`src/rtl/pipe_hazard_ctrl_if.sv`:
```
// Control bundle between the hazard sequencer and the 5-stage datapath.
// The datapath side uses master; the sequencer uses slave.
interface pipe_hazard_ctrl_if #(
    parameter int CNT_W = 16
);
    logic [4:0]       id_rs1;
    logic [4:0]       id_rs2;
    logic             id_use_rs1;
    logic             id_use_rs2;
    logic             ex_MemRead;
    logic [4:0]       ex_rd;
    logic             mem_Branch;
    logic             mem_zero;
    logic             mem_MemRead;
    logic             mem_MemWrite;
    logic             dmem_ready;
    logic             pc_src;
    logic             pc_hold;
    logic             ifid_hold;
    logic             idex_hold;
    logic             exmem_hold;
    logic             ifid_flush;
    logic             idex_flush;
    logic             exmem_flush;
    logic             memwb_bubble;
    logic             dmem_req;
    logic             mem_err;
    logic [CNT_W-1:0] stall_cnt;
    logic [CNT_W-1:0] flush_cnt;

    modport master (
        output id_rs1, id_rs2, id_use_rs1, id_use_rs2, ex_MemRead, ex_rd,
               mem_Branch, mem_zero, mem_MemRead, mem_MemWrite, dmem_ready,
        input  pc_src, pc_hold, ifid_hold, idex_hold, exmem_hold,
               ifid_flush, idex_flush, exmem_flush, memwb_bubble,
               dmem_req, mem_err, stall_cnt, flush_cnt
    );

    modport slave (
        input  id_rs1, id_rs2, id_use_rs1, id_use_rs2, ex_MemRead, ex_rd,
               mem_Branch, mem_zero, mem_MemRead, mem_MemWrite, dmem_ready,
        output pc_src, pc_hold, ifid_hold, idex_hold, exmem_hold,
               ifid_flush, idex_flush, exmem_flush, memwb_bubble,
               dmem_req, mem_err, stall_cnt, flush_cnt
    );
endinterface

```
`src/rtl/pipe_hazard_ctrl.sv`:
```
// Pipeline sequencer: load-use bubbles, taken-branch flushes and data-memory
// wait states with timeout, plus saturating stall/flush event counters.
module pipe_hazard_ctrl #(
    parameter int CNT_W       = 16,
    parameter int MEM_TIMEOUT = 64
) (
    input  logic                 clk,
    input  logic                 rst_n,
    pipe_hazard_ctrl_if.slave    bus
);
    typedef enum logic {RUN, MEM_WAIT} state_t;

    localparam logic [7:0] TIMEOUT = 8'(MEM_TIMEOUT);

    state_t           state;
    logic [7:0]       wait_cnt;
    logic             mem_err_q;
    logic [CNT_W-1:0] stall_q;
    logic [CNT_W-1:0] flush_q;

    logic br_taken, mem_op, lu_haz;
    logic pc_src, pc_hold, ifid_hold, idex_hold, exmem_hold;
    logic ifid_flush, idex_flush, exmem_flush, memwb_bubble, dmem_req;
    logic go_wait, release_wait, timed_out;

    assign br_taken = bus.mem_Branch & bus.mem_zero;
    assign mem_op   = bus.mem_MemRead | bus.mem_MemWrite;
    assign lu_haz   = bus.ex_MemRead && (bus.ex_rd != 5'd0) &&
                      ((bus.id_use_rs1 && (bus.id_rs1 == bus.ex_rd)) ||
                       (bus.id_use_rs2 && (bus.id_rs2 == bus.ex_rd)));

    // Control outputs respond in the same cycle as their cause; everything is forced low in reset.
    always_comb begin
        pc_src       = 1'b0;
        pc_hold      = 1'b0;
        ifid_hold    = 1'b0;
        idex_hold    = 1'b0;
        exmem_hold   = 1'b0;
        ifid_flush   = 1'b0;
        idex_flush   = 1'b0;
        exmem_flush  = 1'b0;
        memwb_bubble = 1'b0;
        dmem_req     = 1'b0;
        go_wait      = 1'b0;
        release_wait = 1'b0;
        timed_out    = 1'b0;
        if (rst_n) begin
            unique case (state)
                RUN: begin
                    if (br_taken) begin
                        pc_src      = 1'b1;
                        ifid_flush  = 1'b1;
                        idex_flush  = 1'b1;
                        exmem_flush = 1'b1;
                    end else if (mem_op) begin
                        dmem_req = 1'b1;
                        if (!bus.dmem_ready) begin
                            pc_hold      = 1'b1;
                            ifid_hold    = 1'b1;
                            idex_hold    = 1'b1;
                            exmem_hold   = 1'b1;
                            memwb_bubble = 1'b1;
                            go_wait      = 1'b1;
                        end
                    end else if (lu_haz) begin
                        pc_hold    = 1'b1;
                        ifid_hold  = 1'b1;
                        idex_flush = 1'b1;
                    end
                end
                MEM_WAIT: begin
                    dmem_req = 1'b1;
                    if (bus.dmem_ready) begin
                        release_wait = 1'b1;
                    end else if (wait_cnt < TIMEOUT) begin
                        pc_hold      = 1'b1;
                        ifid_hold    = 1'b1;
                        idex_hold    = 1'b1;
                        exmem_hold   = 1'b1;
                        memwb_bubble = 1'b1;
                    end else begin
                        release_wait = 1'b1;
                        timed_out    = 1'b1;
                    end
                end
                default: ;
            endcase
        end
    end

    // The RUN cycle that first sees the stalled access counts as wait cycle 1.
    always_ff @(posedge clk) begin
        if (!rst_n) begin
            state     <= RUN;
            wait_cnt  <= 8'd0;
            mem_err_q <= 1'b0;
            stall_q   <= '0;
            flush_q   <= '0;
        end else begin
            unique case (state)
                RUN: begin
                    if (go_wait) begin
                        state    <= MEM_WAIT;
                        wait_cnt <= 8'd1;
                    end
                end
                MEM_WAIT: begin
                    if (release_wait) begin
                        state    <= RUN;
                        wait_cnt <= 8'd0;
                    end else begin
                        wait_cnt <= wait_cnt + 8'd1;
                    end
                end
                default: state <= RUN;
            endcase
            if (timed_out) begin
                mem_err_q <= 1'b1;
            end
            if (pc_hold && (stall_q != '1)) begin
                stall_q <= stall_q + 1'b1;
            end
            if (pc_src && (flush_q != '1)) begin
                flush_q <= flush_q + 1'b1;
            end
        end
    end

    assign bus.pc_src       = pc_src;
    assign bus.pc_hold      = pc_hold;
    assign bus.ifid_hold    = ifid_hold;
    assign bus.idex_hold    = idex_hold;
    assign bus.exmem_hold   = exmem_hold;
    assign bus.ifid_flush   = ifid_flush;
    assign bus.idex_flush   = idex_flush;
    assign bus.exmem_flush  = exmem_flush;
    assign bus.memwb_bubble = memwb_bubble;
    assign bus.dmem_req     = dmem_req;
    assign bus.mem_err      = mem_err_q;
    assign bus.stall_cnt    = stall_q;
    assign bus.flush_cnt    = flush_q;
endmodule

```
`src/flat_wrapper.sv`:
```
// flat-port wrapper written by rule: the top's interface ports become plain ports
module pipe_hazard_ctrl_flat 
#(
    parameter int CNT_W       = 16,
    parameter int MEM_TIMEOUT = 64
)
  (clk, rst_n, bus_id_rs1, bus_id_rs2, bus_id_use_rs1, bus_id_use_rs2, bus_ex_MemRead, bus_ex_rd, bus_mem_Branch, bus_mem_zero, bus_mem_MemRead, bus_mem_MemWrite, bus_dmem_ready, bus_pc_src, bus_pc_hold, bus_ifid_hold, bus_idex_hold, bus_exmem_hold, bus_ifid_flush, bus_idex_flush, bus_exmem_flush, bus_memwb_bubble, bus_dmem_req, bus_mem_err, bus_stall_cnt, bus_flush_cnt);
  pipe_hazard_ctrl_if #(.CNT_W(CNT_W)) bus_i ();
  input  logic clk;
  input  logic rst_n;
  input wire logic [$bits(bus_i.id_rs1)-1:0] bus_id_rs1;
  input wire logic [$bits(bus_i.id_rs2)-1:0] bus_id_rs2;
  input wire logic [$bits(bus_i.id_use_rs1)-1:0] bus_id_use_rs1;
  input wire logic [$bits(bus_i.id_use_rs2)-1:0] bus_id_use_rs2;
  input wire logic [$bits(bus_i.ex_MemRead)-1:0] bus_ex_MemRead;
  input wire logic [$bits(bus_i.ex_rd)-1:0] bus_ex_rd;
  input wire logic [$bits(bus_i.mem_Branch)-1:0] bus_mem_Branch;
  input wire logic [$bits(bus_i.mem_zero)-1:0] bus_mem_zero;
  input wire logic [$bits(bus_i.mem_MemRead)-1:0] bus_mem_MemRead;
  input wire logic [$bits(bus_i.mem_MemWrite)-1:0] bus_mem_MemWrite;
  input wire logic [$bits(bus_i.dmem_ready)-1:0] bus_dmem_ready;
  output wire logic [$bits(bus_i.pc_src)-1:0] bus_pc_src;
  output wire logic [$bits(bus_i.pc_hold)-1:0] bus_pc_hold;
  output wire logic [$bits(bus_i.ifid_hold)-1:0] bus_ifid_hold;
  output wire logic [$bits(bus_i.idex_hold)-1:0] bus_idex_hold;
  output wire logic [$bits(bus_i.exmem_hold)-1:0] bus_exmem_hold;
  output wire logic [$bits(bus_i.ifid_flush)-1:0] bus_ifid_flush;
  output wire logic [$bits(bus_i.idex_flush)-1:0] bus_idex_flush;
  output wire logic [$bits(bus_i.exmem_flush)-1:0] bus_exmem_flush;
  output wire logic [$bits(bus_i.memwb_bubble)-1:0] bus_memwb_bubble;
  output wire logic [$bits(bus_i.dmem_req)-1:0] bus_dmem_req;
  output wire logic [$bits(bus_i.mem_err)-1:0] bus_mem_err;
  output wire logic [$bits(bus_i.stall_cnt)-1:0] bus_stall_cnt;
  output wire logic [$bits(bus_i.flush_cnt)-1:0] bus_flush_cnt;
  assign bus_i.id_rs1 = bus_id_rs1;
  assign bus_i.id_rs2 = bus_id_rs2;
  assign bus_i.id_use_rs1 = bus_id_use_rs1;
  assign bus_i.id_use_rs2 = bus_id_use_rs2;
  assign bus_i.ex_MemRead = bus_ex_MemRead;
  assign bus_i.ex_rd = bus_ex_rd;
  assign bus_i.mem_Branch = bus_mem_Branch;
  assign bus_i.mem_zero = bus_mem_zero;
  assign bus_i.mem_MemRead = bus_mem_MemRead;
  assign bus_i.mem_MemWrite = bus_mem_MemWrite;
  assign bus_i.dmem_ready = bus_dmem_ready;
  assign bus_pc_src = bus_i.pc_src;
  assign bus_pc_hold = bus_i.pc_hold;
  assign bus_ifid_hold = bus_i.ifid_hold;
  assign bus_idex_hold = bus_i.idex_hold;
  assign bus_exmem_hold = bus_i.exmem_hold;
  assign bus_ifid_flush = bus_i.ifid_flush;
  assign bus_idex_flush = bus_i.idex_flush;
  assign bus_exmem_flush = bus_i.exmem_flush;
  assign bus_memwb_bubble = bus_i.memwb_bubble;
  assign bus_dmem_req = bus_i.dmem_req;
  assign bus_mem_err = bus_i.mem_err;
  assign bus_stall_cnt = bus_i.stall_cnt;
  assign bus_flush_cnt = bus_i.flush_cnt;
  pipe_hazard_ctrl #(.CNT_W(CNT_W), .MEM_TIMEOUT(MEM_TIMEOUT)) u_core (.clk(clk), .rst_n(rst_n), .bus(bus_i));
endmodule
```
`config.mk`:
```
export PLATFORM = sky130hd
export DESIGN_NAME = pipe_hazard_ctrl_flat
export DESIGN_NICKNAME = d
export VERILOG_FILES = /design/src/rtl/pipe_hazard_ctrl_if.sv /design/src/rtl/pipe_hazard_ctrl.sv /design/src/flat_wrapper.sv
export SDC_FILE = /design/constraint.sdc
export NUM_CORES = 1
export LEC_CHECK = 0
export CELL_PAD_IN_SITES_DETAIL_PLACEMENT = 1
export CELL_PAD_IN_SITES_GLOBAL_PLACEMENT = 1
export CORE_UTILIZATION = 30
export CTS_CLUSTER_SIZE = 25
export DETAILED_ROUTE_END_ITERATION = 6
export PLACE_DENSITY = 0.87
export REMOVE_ABC_BUFFERS = 1
export SLEW_MARGIN = 20
export SYNTH_ARGS = -nofsm -noshare
export SYNTH_HDL_FRONTEND = slang
export SYNTH_SLANG_ARGS = --single-unit
```
`constraint.sdc`:
```
create_clock -name clk -period 2.34 [get_ports clk]
set_input_delay 0.468 -clock clk [delete_from_list [all_inputs] [get_ports clk]]
set_output_delay 0.468 -clock clk [all_outputs]
set_load 0.01 [all_outputs]
```
# [Yosys cells after proc, flatten, opt, wreduce, memory -nomap -nowiden]
# Cells that the tools add are included.
[totals] register_bits=42 elab_cells=63 out_inout_bits=43
[op_classes] n_eq_ne=5 magnitude_cmp=1 reduce_logical=8 n_bitwise=3 muxes=38 add_sub_neg=3
[op_table] cell="adder 16 x 1 -> 16 bit (second input constant)" count=2
[op_table] cell="inequality test 16 bit (second input constant)" count=2
[op_table] cell="two-way mux 1 bit" count=31
[op_table] cell="two-way mux 8 bit" count=2
[op_table] cell="case mux 8 bit (2 select lines)" count=1
[op_table] cell="equality test 5 bit" count=2
[op_table] cell="adder 8 x 1 -> 8 bit (second input constant)" count=1
[op_table] cell="< comparator 8 x 7 -> 1 bit (second input constant)" count=1
[op_table] cell="case mux 1 bit (2 select lines)" count=4
[op_table] cell="logical AND 1 bit" count=6
[op_table] cell="nonzero test 5 bit" count=1
[op_table] cell="inequality test 2 x 1 -> 1 bit (second input constant)" count=1
[op_table] cell="AND 1 bit" count=1
[op_table] cell="logical OR 1 bit" count=1
[op_table] cell="NOT 1 bit" count=1
[op_table] cell="OR 1 bit" count=1

# [Depth between registers and ports, before layout]
[depth] ltp_word=10 depth_mapped=9 mapped_depth_nobuf=7

# [Worst setup path after synthesis]
# Ideal clock, no wire load.
[synth_path] path_kind="input to output" start="input port bus_ex_rd[0]" end="output port bus_pc_hold" arrival_ns=1.784 stages=6 t_required_ns=1.872 setup_slack_ns=0.088 path_buffers=1 cell_sequence="or4_1 > o211ai_1 > inv_1 > a31oi_1 > inv_1 > buf_4"
[synth_between] elab_chain_len=9
[synth_lines] element="start: declaration" line_no="flat_wrapper.sv:16" source="input wire logic [$bits(bus_i.ex_rd)-1:0] bus_ex_rd;"
[synth_lines] element="equality test 5 bit (on tied branches)" line_no="pipe_hazard_ctrl.sv:29, pipe_hazard_ctrl.sv:30"
[synth_lines] element="logical AND 1 bit (on tied branches)" line_no="pipe_hazard_ctrl.sv:29, pipe_hazard_ctrl.sv:30"
[synth_lines] element="logical OR 1 bit" line_no="pipe_hazard_ctrl.sv:29" source="((bus.id_use_rs1 && (bus.id_rs1 == bus.ex_rd)) ||"
[synth_lines] element="logical AND 1 bit (*)" line_no="pipe_hazard_ctrl.sv:28" source="assign lu_haz = bus.ex_MemRead && (bus.ex_rd != 5'd0) &&"
[synth_lines] element="two-way mux 1 bit (*) (3 in a row)"
[synth_lines] element="case mux 1 bit (2 select lines) (*)"
[synth_lines] element="two-way mux 1 bit (*)"
[synth_lines] element="end: declaration" line_no="flat_wrapper.sv:23" source="output wire logic [$bits(bus_i.pc_hold)-1:0] bus_pc_hold;"
# Mark *: on every way between the ends. The rest lies on a longest branch, timed or not.

# [Worst setup path in the final report]
[layout_path] start="register u_core.wait_cnt[7]" end="register u_core.stall_q[6], in the netlist u_core.bus.stall_cnt[6]"
[layout_between] elab_chain_len=6
[layout_lines] element="start: declaration" line_no="pipe_hazard_ctrl.sv:16" source="logic [7:0] wait_cnt;"
[layout_lines] element="start signal: assignment" line_no="pipe_hazard_ctrl.sv:112" source="wait_cnt <= wait_cnt + 8'd1;"
[layout_lines] element="< comparator 8 x 7 -> 1 bit" line_no="pipe_hazard_ctrl.sv:75" source="end else if (wait_cnt < TIMEOUT) begin"
[layout_lines] element="two-way mux 1 bit" line_no="pipe_hazard_ctrl.sv:75"
[layout_lines] element="two-way mux 1 bit" line_no="pipe_hazard_ctrl.sv:73" source="if (bus.dmem_ready) begin"
[layout_lines] element="case mux 1 bit (2 select lines)" line_no="pipe_hazard_ctrl.sv:48" source="unique case (state)"
[layout_lines] element="two-way mux 1 bit" line_no="pipe_hazard_ctrl.sv:47" source="if (rst_n) begin"
[layout_lines] element="logical AND 1 bit" line_no="pipe_hazard_ctrl.sv:120" source="if (pc_hold && (stall_q != '1)) begin"
[layout_lines] element="end signal: assignment" line_no="pipe_hazard_ctrl.sv:121" source="stall_q <= stall_q + 1'b1;"
[layout_lines] element="end: declaration" line_no="pipe_hazard_ctrl.sv:18" source="logic [CNT_W-1:0] stall_q;"
# Every way passes these cells.
# A chain may end at the register's enable or synchronous reset.

==> impl_metrics.tcl <==
set metrics [dict create \
    seq_power_share_pct 41.0 \
    gp_congestion 0.759 \
    stdcell_count 477 \
    overflow 0 \
    drt-vias-per-instance 5.44 \
    fin_crit_ns 2.36 \
    grt_antenna_before_repair 0 \
    grtUsageTotal_pct 24.8 \
    path_clk_slew_ns 0.10 \
    max_freq_mhz 424 \
    grt_setup_unrepaired "true" \
    min_path_cells 2 \
    synth_top_family_by_area "simple AND/OR/NAND/NOR gates" \
    synth_area_um2 2210 \
    grt_pass1_vias 2793 \
    reg2reg_depth 9 \
    clock_path_buffers 2 \
    synth.distinct_cells 41 \
    port-buffer-count 67 \
    synth_top_area_share_pct 38.0 \
    clock-sinks 42 \
    grt_max_degree 35 \
    ys_warn_count 0 \
    clock-skew-final_ns 0.0192 \
    post-route-drc-count 0 \
    fin_util_pct 51.6 \
    slew_headroom_pct 66.4 \
    tritoncts "built" \
    violations "setup timing" \
    pwr-share-clk_pct 41.6 \
    cap_viol_max_count 0 \
    dr.first_iter.drc_count 151 \
    leakage_nw 1.35 \
    nets 408 \
    power_density_nw_per_um2 498 \
    cts-root-buf "clkbuf_8" \
    regArea_um2 842 \
    n_antenna_cell 0 \
    synth_edf_count 0 \
    row_count 30 \
    cts_buffers 5 \
    fillers 835 \
    fin_ws_ns -0.0210 \
    setup_viol 1 \
    grt_pass1_wl_um 14400 \
    peakVddDrop_mv 0.357 \
    drv_slew 0 \
    finalWirelength_um 9660 \
    synthMuxAreaShare_pct 1.36 \
    synth_ff_type "dfxtp_1" \
    first_pass_iters 4 \
    core_um2 6940 \
    ioPinCount 68 \
    criticalPathCategory "flop to flop" \
    die_w_um 87.9 \
    min_path_type "flop to flop" \
    area_growth_pct 62.1 \
    critPathLaunchType "flop" \
    synth_xor_area_share_pct 8.31 \
    htreeDepth 2 \
    synth-compound-area-share_pct 18.0 \
    wl_per_cell_um 20.2 \
    multiInputGateArea_um2 1400 \
    die_area_um2 7720 \
    dpl.hpwl_um 5540 \
    syn_area_per_cell_um2 8.04 \
    p_comb_share_pct 17.4 \
    hold_violations 0 \
    period_share_pct 101 \
    yosys.area_share.simple_pct 27.0 \
    status "finished with violations" \
    seq_area_frac_synth_pct 38.0 \
    cp_max_fo 6 \
    detail-route-antenna-nets 0 \
    initial_utilization_pct 31.9 \
    die_h_um 87.9 \
    synth_top_area_cell "dfxtp_1" \
    syn_inst 275 \
    fin_hold_ws_ns 0.464 \
    switchingPower_uw 447 \
    synth_area_leaders "dfxtp_1 38%, xnor2_1 5.9%, a21oi_1 5.4%, nor2_1 5.1%, nand3_1 5.0%" \
    tightest_slew_ns 0.504 \
    vias 2596 \
    synth-adder-area-share_pct 1.70 \
    fin_setup_tns_ns -0.0210 \
    clk_latency_ns 0.32 \
    drive_above_1_share_pct 24.4 \
    total_power_mw 1.78 \
    cp_data_required_time_ns 2.59 \
    ys_ff_latch 42 \
    synthArstFlopShare_pct 0 \
    intPower_mw 1.34 \
    switching_share_pct 25.1 \
    placed_cells 454 \
    cp.arrival_ns 2.61 \
    end_kind "flop" \
]
==> final cells by class <==
type                       count  share of cell area [%]
timing repair buffer         113                    28.9
multi-input combinational    207                    39.1
clock inverter                 2                    1.67
sequential                    42                    23.5
tap                           96                    3.35
clock buffer                   6                    2.30
inverter                      11                    1.19
==> cells by family (layout without fill, tap and decap cells) <==
kind of cell | count (synthesis) | after routing
and+or+nand+nor | 114 | 114
AOI/OAI and AO/OA | 66 | 66
DFF | 42 | 42
buffers and inverters | 26 | 132
xor gates and xnor gates | 21 | 21
adders and majority gates | 3 | 3
muxes | 3 | 3
==> final timing paths <==
path,from,endpoint,slack [ns]
max,u_core.wait_cnt[7],u_core.bus.stall_cnt[6],-0.02
min reg2reg,u_core.bus.mem_err,u_core.bus.mem_err,0.46
min,u_core.bus.mem_err,u_core.bus.mem_err,0.46
max reg2reg,u_core.wait_cnt[7],u_core.bus.stall_cnt[6],-0.02
==> metrics by stage <==
stage	cell area, µm²	worst slack, ns
after floorplan	2130	-0.284
after global placement	3170	-0.604
after detailed placement	3170	-0.768
after CTS	3470	-0.00828
after global routing	3590	-0.0753
final	3590	-0.0210
==> sequential cells by signal (all words and copies together), names as in the netlist <==
signal / flops
u_core.wait_cnt: 8
u_core.bus.mem_err: 1
u_core.bus.stall_cnt: 16
u_core.state: 1
u_core.bus.flush_cnt: 16
==> Yosys cell counts, drive strengths merged, types with 2 or more instances <==
cell type  count
dfxtp         42
nor3           3
a21oi         25
or3           14
o31ai          5
nand2         14
a31oi          2
mux2i          3
xor2           6
nand2b         3
nor4           2
nand3b         2
clkbuf         7
o21ai         17
and2           2
o211ai         6
a21o           2
and4           2
and3           7
o2111ai        2
xnor2         15
nor2          30
nand3         22
inv           10
or4            2
buf            8
ha             3
nand4          9
==> per-layer routing <==
layer  global-route usage, %  vias to the layer above  part of all wire (%)
li1                        -                     1197                     -
met1                    25.4                     1284                    39
met2                    46.7                       83                    53
met3                    5.84                       32                   4.5
met4                    12.4                        0                   3.6
met5                       0                        -                     0
==> what timing repair did <==
action / 4_1_cts / 5_1_grt
setup endpoints to repair: 24 / 20
pin swaps: 17 / 14
hold buffers: 0 / 0
gates resized for setup: 63 / 34
setup buffers: 16 / 3
==> cell usage in the layout, fill, tap and decap left out, types with 8 or more instances in the layout <==
master,netlist,layout
clkdlybuf4s50_1,0,42
dfxtp_1,42,41
inv_1,10,8
nor2_1,30,28
nand2_1,14,14
dlygate4sd2_1,0,12
xnor2_1,15,15
buf_4,6,39
nand3_1,22,22
o21ai_0,17,16
a21oi_1,24,18
nand4_1,9,9
buf_6,0,9
==> critical path: stages, from the launching register on <==
cell and delay, ns:
dfxtp_2 0.34, or3_4 0.38, a21o_4 0.27, nor4b_4 0.35, a21oi_4 0.13, buf_12 0.15, buf_6 0.12, buf_6 0.10
or3_1 0.29, a21oi_1 0.14
==> power groups by stage <==
stage          Sequential [mW]  Combinational [mW]  Clock (mW)
2_1_floorplan            0.749              0.0836           0
3_3_place_gp             0.746               0.227           0
3_5_place_dp             0.747               0.239           0
4_1_cts                  0.731               0.271       0.739
5_1_grt                  0.733               0.326       0.766
6_report                 0.732               0.310       0.743
No activity file was read; power rests on OpenSTA's default activity.
